**src/rtl/mips_pkg.sv**
```systemverilog
`default_nettype none
// ============================================================================
//  Module      : mips_pkg
//  Description : Shared constants, instruction field positions and fetch FSM
//                state encoding for the pipelined MIPS core.
//  Revision    : 1.0 - initial release
// ============================================================================
package mips_pkg;

    localparam logic [31:0] NOP_INSTR = 32'h0000_0000;
    localparam logic [31:0] PC_STEP   = 32'd4;

    localparam int OPCODE_MSB = 31;
    localparam int OPCODE_LSB = 26;
    localparam int FUNCT_MSB  = 5;
    localparam int FUNCT_LSB  = 0;

    typedef logic [1:0] fetch_state_t;

    localparam fetch_state_t FETCH_BOOT = 2'd0;
    localparam fetch_state_t FETCH_REQ  = 2'd1;
    localparam fetch_state_t FETCH_HOLD = 2'd2;

endpackage
`default_nettype wire

```
**src/rtl/if_id_reg.sv**
```systemverilog
`default_nettype none
// ============================================================================
//  Module      : if_id_reg
//  Description : Pipeline register with hold, flush and load; a cycle that
//                neither holds nor loads captures a bubble.
//  Revision    : 1.0 - initial release
// ============================================================================
module if_id_reg
    import mips_pkg::*;
(
    input  logic        clk,
    input  logic        rst,
    input  logic        hold,
    input  logic        flush,
    input  logic        load,
    input  logic [31:0] instr_in,
    input  logic [31:0] pc4_in,
    output logic [31:0] instr,
    output logic [31:0] pc4,
    output logic        valid
);

    // Priority: reset > flush > hold > load > bubble
    always_ff @(posedge clk) begin
        if (rst || flush) begin
            instr <= NOP_INSTR;
            pc4   <= 32'd0;
            valid <= 1'b0;
        end else if (hold) begin
            instr <= instr;
            pc4   <= pc4;
            valid <= valid;
        end else if (load) begin
            instr <= instr_in;
            pc4   <= pc4_in;
            valid <= 1'b1;
        end else begin
            instr <= NOP_INSTR;
            pc4   <= 32'd0;
            valid <= 1'b0;
        end
    end

endmodule
`default_nettype wire

```
**src/rtl/fetch_stage.sv**
```systemverilog
`default_nettype none
// ============================================================================
//  Module      : fetch_stage
//  Description : Instruction fetch: PC, imem request/ready handshake, IF/ID
//                register, stall/flush/redirect. FETCH_PERF_EN adds counters.
//  Revision    : 1.0 - initial release
// ============================================================================
module fetch_stage
    import mips_pkg::*;
#(
    parameter logic [31:0] RESET_PC = 32'h0000_0000
) (
    input  logic        clk,
    input  logic        rst,
    input  logic        stall,
    input  logic        flush,
    input  logic        jump,
    input  logic [31:0] jump_target,
    input  logic        branch_taken,
    input  logic [31:0] branch_target,
    output logic        imem_req,
    output logic [31:0] imem_addr,
    input  logic        imem_ready,
    input  logic [31:0] imem_rdata,
    output logic [31:0] id_instr,
    output logic [31:0] id_pc4,
    output logic        id_valid,
    output logic [5:0]  id_opcode,
    output logic [5:0]  id_funct
`ifdef FETCH_PERF_EN
    ,
    output logic [31:0] perf_fetch_cnt,
    output logic [31:0] perf_stall_cnt
`endif
);

    fetch_state_t r_state;
    fetch_state_t w_state_next;
    logic [31:0]  r_pc;
    logic [31:0]  w_pc_plus4;
    logic [31:0]  w_redirect_target;
    logic         w_redirect;
    logic         w_transfer;
    logic         w_accept;

    assign w_redirect        = jump || branch_taken;
    assign w_redirect_target = (jump ? jump_target : branch_target) & ~32'h3;
    assign w_pc_plus4        = r_pc + PC_STEP;
    assign w_transfer        = imem_req && imem_ready;
    // A transfer only counts when neither a redirect nor a stall discards it
    assign w_accept          = w_transfer && !stall && !w_redirect;

    always_ff @(posedge clk) begin
        if (rst) begin
            r_state <= FETCH_BOOT;
        end else begin
            r_state <= w_state_next;
        end
    end

    always_comb begin
        w_state_next = r_state;
        if (w_redirect) begin
            w_state_next = FETCH_REQ;
        end else begin
            case (r_state)
                FETCH_BOOT: w_state_next = stall ? FETCH_HOLD : FETCH_REQ;
                FETCH_REQ:  w_state_next = stall ? FETCH_HOLD : FETCH_REQ;
                FETCH_HOLD: w_state_next = stall ? FETCH_HOLD : FETCH_REQ;
                default:    w_state_next = FETCH_BOOT;
            endcase
        end
    end

    always_comb begin
        imem_req = 1'b0;
        if (r_state == FETCH_REQ) begin
            imem_req = 1'b1;
        end
    end

    always_ff @(posedge clk) begin
        if (rst) begin
            r_pc <= RESET_PC;
        end else if (w_redirect) begin
            r_pc <= w_redirect_target;
        end else if (w_accept) begin
            r_pc <= w_pc_plus4;
        end
    end

    assign imem_addr = r_pc;

    if_id_reg u_if_id_reg (
        .clk      (clk),
        .rst      (rst),
        .hold     (stall),
        .flush    (flush || w_redirect),
        .load     (w_transfer),
        .instr_in (imem_rdata),
        .pc4_in   (w_pc_plus4),
        .instr    (id_instr),
        .pc4      (id_pc4),
        .valid    (id_valid)
    );

    assign id_opcode = id_instr[OPCODE_MSB:OPCODE_LSB];
    assign id_funct  = id_instr[FUNCT_MSB:FUNCT_LSB];

`ifdef FETCH_PERF_EN
    always_ff @(posedge clk) begin
        if (rst) begin
            perf_fetch_cnt <= 32'd0;
            perf_stall_cnt <= 32'd0;
        end else begin
            if (w_accept) begin
                perf_fetch_cnt <= perf_fetch_cnt + 32'd1;
            end
            if (stall) begin
                perf_stall_cnt <= perf_stall_cnt + 32'd1;
            end
        end
    end
`endif

endmodule
`default_nettype wire

```
**config.mk**
```make
export PLATFORM = sky130hd
export DESIGN_NAME = fetch_stage
export DESIGN_NICKNAME = d
export VERILOG_FILES = /design/src/rtl/mips_pkg.sv /design/src/rtl/if_id_reg.sv /design/src/rtl/fetch_stage.sv
export SDC_FILE = /design/constraint.sdc
export NUM_CORES = 1
export LEC_CHECK = 0
export BUFFER_PORTS_ARGS = -buffer_cell sky130_fd_sc_hd__buf_4
export CELL_PAD_IN_SITES_DETAIL_PLACEMENT = 1
export CELL_PAD_IN_SITES_GLOBAL_PLACEMENT = 2
export CORE_ASPECT_RATIO = 0.6
export CORE_MARGIN = 5
export CORE_UTILIZATION = 25
export DETAILED_ROUTE_END_ITERATION = 7
export PLACE_DENSITY = 0.86
export SKIP_CTS_REPAIR_TIMING = 1
export SLEW_MARGIN = 20
export SYNTH_ARGS = -nofsm -noshare
export SYNTH_HDL_FRONTEND = slang
export SYNTH_HIERARCHICAL = 1
export SYNTH_SLANG_ARGS = --single-unit
```
**constraint.sdc**
```tcl
create_clock -name clk -period 1.8 [get_ports clk]
set_input_delay 0.09 -clock clk [delete_from_list [all_inputs] [get_ports clk]]
set_output_delay 0.09 -clock clk [all_outputs]
set_load 0.01 [all_outputs]
```
==> Word-level counts from Yosys, hierarchy flattened <==
Cells that the tools add are included.
W data, S select, Z words.
{ "totals": {"ff_bits": 99, "latchBits": 0, "mem_bits_rw": 0, "romBits": 0, "inputBits": 103, "out_inout_bits": 110, "word_cells": 34, "mem_count": 0} }
{ "op_classes": {"addsub": 1, "multipliers": 0, "div": 0, "n_lt_le_gt_ge": 0, "n_eq_ne": 2, "shifts": 0, "mux": 10, "n_bitwise": 1, "n_reduce_logical": 13} }
{ "ops": {"columns": ["cell", "n"], "rows": [
  ["$mux W32", 5],
  ["$add A32 B3 Y32 const B", 1],
  ["$reduce_or A3 Y1", 2],
  ["$mux W1", 4],
  ["$logic_and A1 B1 Y1", 3],
  ["$logic_or A1 B1 Y1", 3],
  ["$eq A2 B1 Y1 const B", 1],
  ["$eq A2 B2 Y1 const B", 1],
  ["$logic_not A1 Y1", 2],
  ["$logic_not A2 Y1", 1],
  ["$mux W2", 1],
  ["$reduce_bool A2 Y1", 1],
  ["$reduce_or A2 Y1", 1],
  ["$not A1 Y1", 1]
]} }

==> Depth between registers and ports, before layout <==
{ "logic_depth": {"ltp_word": 7, "mapped_depth": 8, "depth_no_buf": 8} }

==> Modules after synthesis <==
Netlist, hierarchy kept.
{ "by_module_without_submodules": {"columns": ["module", "instances", "cells_per_inst", "area_per_inst_um2", "seq_area_each_um2"], "rows": [
  ["if_id_reg", 1, 288, 2733.9, 1301.2],
  ["fetch_stage", 1, 320, 2542.4, 640.6]
]} }

==> Worst setup path after synthesis <==
OpenSTA, ideal clock, no wires.
{ "synth_timing": {"path_type": "reg2reg", "start": "register r_pc[6] (netlist: imem_addr[6])", "end": "register u_if_id_reg.pc4[27]", "setup_time_ns": 0.066, "t_arrival_ns": 1.912, "slack_ns": -0.178, "stages_incl_launch_ff": 9, "cell_sequence": "dfxtp_1 > buf_2 > nand4_2 > nor3_2 > nand4_1 > nor2_1 > xor2_1 > nand3b_1 > a21oi_2"} }
{ "synth_between": {"elab_chain_len": 2} }
{ "synth_rtl": {"columns": ["item", "line", "rtl"], "rows": [
  ["from (decl)", "fetch_stage.sv:39", "logic [31:0] r_pc;"],
  ["from (signal assigned)", "fetch_stage.sv:86", "r_pc <= w_redirect_target;"],
  ["from (signal assigned)", "fetch_stage.sv:88", "r_pc <= w_pc_plus4;"],
  ["$add A32 B3 Y32", "fetch_stage.sv:48", "assign w_pc_plus4 = r_pc + PC_STEP;"],
  ["net w_pc_plus4[27]", "fetch_stage.sv:40", "logic [31:0] w_pc_plus4;"],
  ["$mux W32", "if_id_reg.sv:33", "end else if (load) begin"],
  ["to (signal assigned)", "if_id_reg.sv:31", "pc4 <= pc4;"],
  ["to (signal assigned)", "if_id_reg.sv:35", "pc4 <= pc4_in;"],
  ["to (decl)", "if_id_reg.sv:19", "output logic [31:0] pc4,"]
]} }
The timed path passes the listed nets, and every way through them passes these cells.
A chain may end at the register's enable or synchronous reset.

==> Worst setup path after layout <==
{ "layout_timing": {"start": "register r_pc[3] (netlist: imem_addr[3])", "end": "register r_pc[26] (netlist: imem_addr[26])"} }
{ "layout_between": {"elab_chain_len": 3} }
{ "layout_rtl": {"columns": ["item", "line", "rtl"], "rows": [
  ["$add A32 B3 Y32", "fetch_stage.sv:48", null],
  ["$mux W32", "fetch_stage.sv:87", "end else if (w_accept) begin"],
  ["$mux W32", "fetch_stage.sv:85", "end else if (w_redirect) begin"]
]} }
No other way between the ends. The select of a mux whose other input is x is not followed.

==> summary.md <==
| Metric | Value |
|---|---|
| Adder-Cell Fraction of Synth Area | `0.00237` |
| Post-Layout Cell Count | `between 1000 and 1500` |
| Synth area leader | `dfxtp_1` |
| Setup violators final | `14` |
| Least-Margin Pin Slew | `between 0.6 and 0.7 ns` |
| Met1 Use GR | `0.246` |
| Antenna cells | `0` |
| Global route overflow | `0` |
| Syn Std Cell Area | `between 5000 and 6000 sq um` |
| Largest family of logic cells by synthesized area | `simple AND/OR/NAND/NOR gates` |
| Async set-or-reset flop fraction in the synthesized netlist | `0` |
| Main flop type after synthesis | `dfxtp_1` |
| Clock tree buffer depth | `2` |
| Placed Cells incl. Taps | `~1100` |
| RSZ-0062 raised after global routing | `yes` |
| Total track usage | `0.167` |
| Worst Hold End | `imem_addr[7]` |
| WS Path Type | `reg -> reg` |
| TritonCTS Sinks | `between 90 and 100` |
| CP peak stage delay | `0.49 ns` |
| Gp weighted congestion | `around 0.9` |
| CORE AREA | `around 21000 sq um` |
| R2R setup slack | `-0.06 ns` |
| Crit-path leading delay family | `simple AND/OR/NAND/NOR gates` |
| Initial Util | `0.253` |
| CP Data Required Time | `roughly 2.0 ns` |
| Hold_sp | `branch_target[7]` |
| Row cnt | `41` |
| Die W | `between 150 and 200 um` |
| Drt total wl | `around 21000 um` |
| Fin crit period | `roughly 1.9 ns` |
| I/O pin count | `213` |
| Post-Synth Simple-Gate Area | `0.267` |
| CTS H-tree lvls | `3` |
| Met3 Use GR | `0.0458` |
| Distinct cell type count after synthesis | `60` |
| Largest net degree at the start of global routing | `73` |
| Number of enable flip-flop cells after synthesis | `0` |
| Startpoint types | `flip-flop` |
| PwrDens | `~630 nW/um^2` |
| Fin Clk Skew | `about 0.015 ns` |
| Vias per cell | `just under 5` |
| Crit share post-route | `1.03` |
| Worst R2R End | `imem_addr[26]` |
| IO buf count | `a little over 200` |
| Worst R2R Path Depth | `7` |
| Initial antenna violation count | `0` |
| TNS Setup | `-0.401 ns` |
| Max_cap viols | `0` |
| Synth top area cells | `dfxtp_1, nand3b_1, a21oi_2` |
| Endpoints failing hold | `2` |
| Synthesis-stage register bit count | `97` |
| Worst path arrival time | `about 2.1 ns` |
| Mean Syn Cell Area | `8.68 sq um` |
| Top-area cell type share of the netlist area | `0.368` |
| Crit-path max FO | `4` |
| Total CTS buffers | `9` |
| First-pass GRT wire length | `about 31000 um` |
| Met2 GRT Util | `0.245` |
| Leak | `3.17 nW` |
| CTS root buffer | `clkbuf_16` |
| Area grow syn2layout | `50.8%` |
| Slew HR | `0.568` |
| R2r startpoint | `imem_addr[3]` |
| DP HPWL | `around 16000 um` |
| Syn Inst Count | `around 600` |
| Failing checks | `hold timing, setup timing` |
| Die Y | `123 um` |
| # DRC | `0` |
| Clock Pin Slew Worst Setup and Hold Paths | `approximately 0.08 ns` |
| Final hold slack | `-0.00331 ns` |
| Area fraction in compound gates after synthesis | `0.194` |
| Total number of vias | `around 5500` |
| Worst vdd rail ir drop | `0.452 mV` |
| Busiest grt layer | `met1` |
| DRT Pass-1 Iters | `6` |
| Via count of the first global-routing pass | `around 5400` |
| Slowest cell on the critical path | `or4_4` |
| Sequential area share after synthesis | `0.368` |
| Proportion of layout cells with a drive suffix above 1 | `0.489` |
| Status | `complete, but fails checks` |
| CTS tree | `built` |
| Synth warnings | `6` |
| Initial DRC count | `305` |
| Critical path, cell by cell | `ha_4, nand4_1, buf_6, or4_4, nor3_4, xnor2_1, o22ai_1` |
| Hold Path Class | `in -> reg` |
| DIE AREA | `between 20000 and 25000 sq um` |
| CP Capture Type | `flip-flop` |
| NumNets Final | `938` |
| Setup ws final | `-0.0613 ns` |
| Antenna-violating nets left | `0` |
| Post-synthesis mux area share | `0.00569` |
| WHS Path Cells | `3` |
| Max Clock Freq | `approximately 540 MHz` |
| Xor and xnor area share after synthesis | `0.0797` |
| Worst path buffer plus inverter count | `1` |
| Avg WL per Cell | `19.2 um` |
| Pins over their slew limit | `0` |
| Worst skew pair latency | `~0.36 ns` |
## sequential cells by signal, indices dropped and copies added (netlist names)
| name | cells |
|---|---|
| u_if_id_reg/pc4 | 32 |
| r_state | 2 |
| u_if_id_reg/valid | 1 |
| u_if_id_reg/instr | 32 |
| imem_addr | 30 |
## logic make-up after synthesis
group,after synthesis
buffers and inverters,73
xor gates and xnor gates,48
AOI/OAI and AO/OA,134
DFF,97
and+or+nand+nor,251
adders and majority gates,1
muxes,3
other,1
## routing by layer
metal	vias up	wire length, um
li1	2582	-
met1	2672	10300
met2	187	9030
met3	13	1860
met4	0	181
met5	-	0
## cell usage after synthesis, drive strengths merged (2+ instances only)
| cell | count |
|---|---|
| a222oi | 5 |
| nand2b | 3 |
| nor3 | 13 |
| and3 | 4 |
| o22ai | 15 |
| nor4 | 4 |
| a211oi | 11 |
| nand3b | 64 |
| dfxtp | 97 |
| mux2i | 3 |
| nand4 | 12 |
| a22oi | 13 |
| a21oi | 72 |
| nor2 | 32 |
| xor2 | 23 |
| nand2 | 85 |
| xnor2 | 25 |
| o21ai | 2 |
| a41o | 2 |
| or4 | 4 |
| nand3 | 17 |
| inv | 6 |
| o31ai | 2 |
| buf | 45 |
| or3 | 2 |
| nor2b | 2 |
| a22o | 2 |
| clkbuf | 22 |
| or2 | 5 |
## final cells by class
cell class              instances  area (sq um)
inverters                       6          22.5
multi-input cells             442          3210
flip-flops and latches         97          1970
clock buffers                  10           229
clock inverters                 6          43.8
well taps                     279           349
fillers                      2462         12900
repair buffers                278          2130
## how the worst max path moves through the flow
stage | slack [ns] | end | startpoint | depth (start not counted)
CTS | -0.15 | u_if_id_reg/pc4[28] | imem_addr[3] | 9
detailed placement | -0.1 | u_if_id_reg/pc4[27] | imem_addr[20] | 8
floorplan | 0.006 | u_if_id_reg/pc4[27] | imem_addr[4] | 8
global route | -0.19 | u_if_id_reg/pc4[29] | imem_addr[16] | 8
finish | -0.06 | imem_addr[26] | imem_addr[3] | 7
global placement | -0.11 | imem_addr[20] | imem_addr[2] | 7
## per-stage QoR
| step | hold slack, ns | utilization | total power (W) | cell area, sq um | setup slack (ns) |
|---|---|---|---|---|---|
| 2_1_floorplan | 0.161 | - | 0.00271 | 5370 | 0.00564 |
| 3_3_place_gp | 0.360 | 0.351 | 0.00315 | 7330 | -0.115 |
| 3_5_place_dp | 0.367 | 0.351 | 0.00317 | 7330 | -0.0987 |
| 4_1_cts | -0.0151 | 0.364 | 0.00507 | 7600 | -0.152 |
| 5_1_grt | -0.00231 | 0.381 | 0.00526 | 7960 | -0.186 |
| 6_report | -0.00331 | 0.381 | 0.00504 | 7960 | -0.0613 |
## report_power, final
| part | leakage (nW) | switching (W) | internal [W] |
|---|---|---|---|
| registers | 0.795 | 0.0000556 | 0.00220 |
| clock network | 0.133 | 0.000923 | 0.000945 |
| logic | 2.24 | 0.000468 | 0.000448 |
| total | 3.17 | 0.00145 | 0.00359 |
## worst min-delay path, cell delays in order
cell      delay [ns]
buf_4           0.08
a222oi_1        0.06
nor2_1          0.08
## cells in the final DEF (no fill, tap or decap), types with 14 or more instances in the layout
cell	n
a21oi_1	22
a21oi_2	50
buf_4	272
dfxtp_1	80
nand2_1	84
nand3_1	14
nand3b_1	64
nor2_1	27
o22ai_1	15
xnor2_1	22
xor2_1	21
Note: power is estimated with default switching activity, not from simulation.
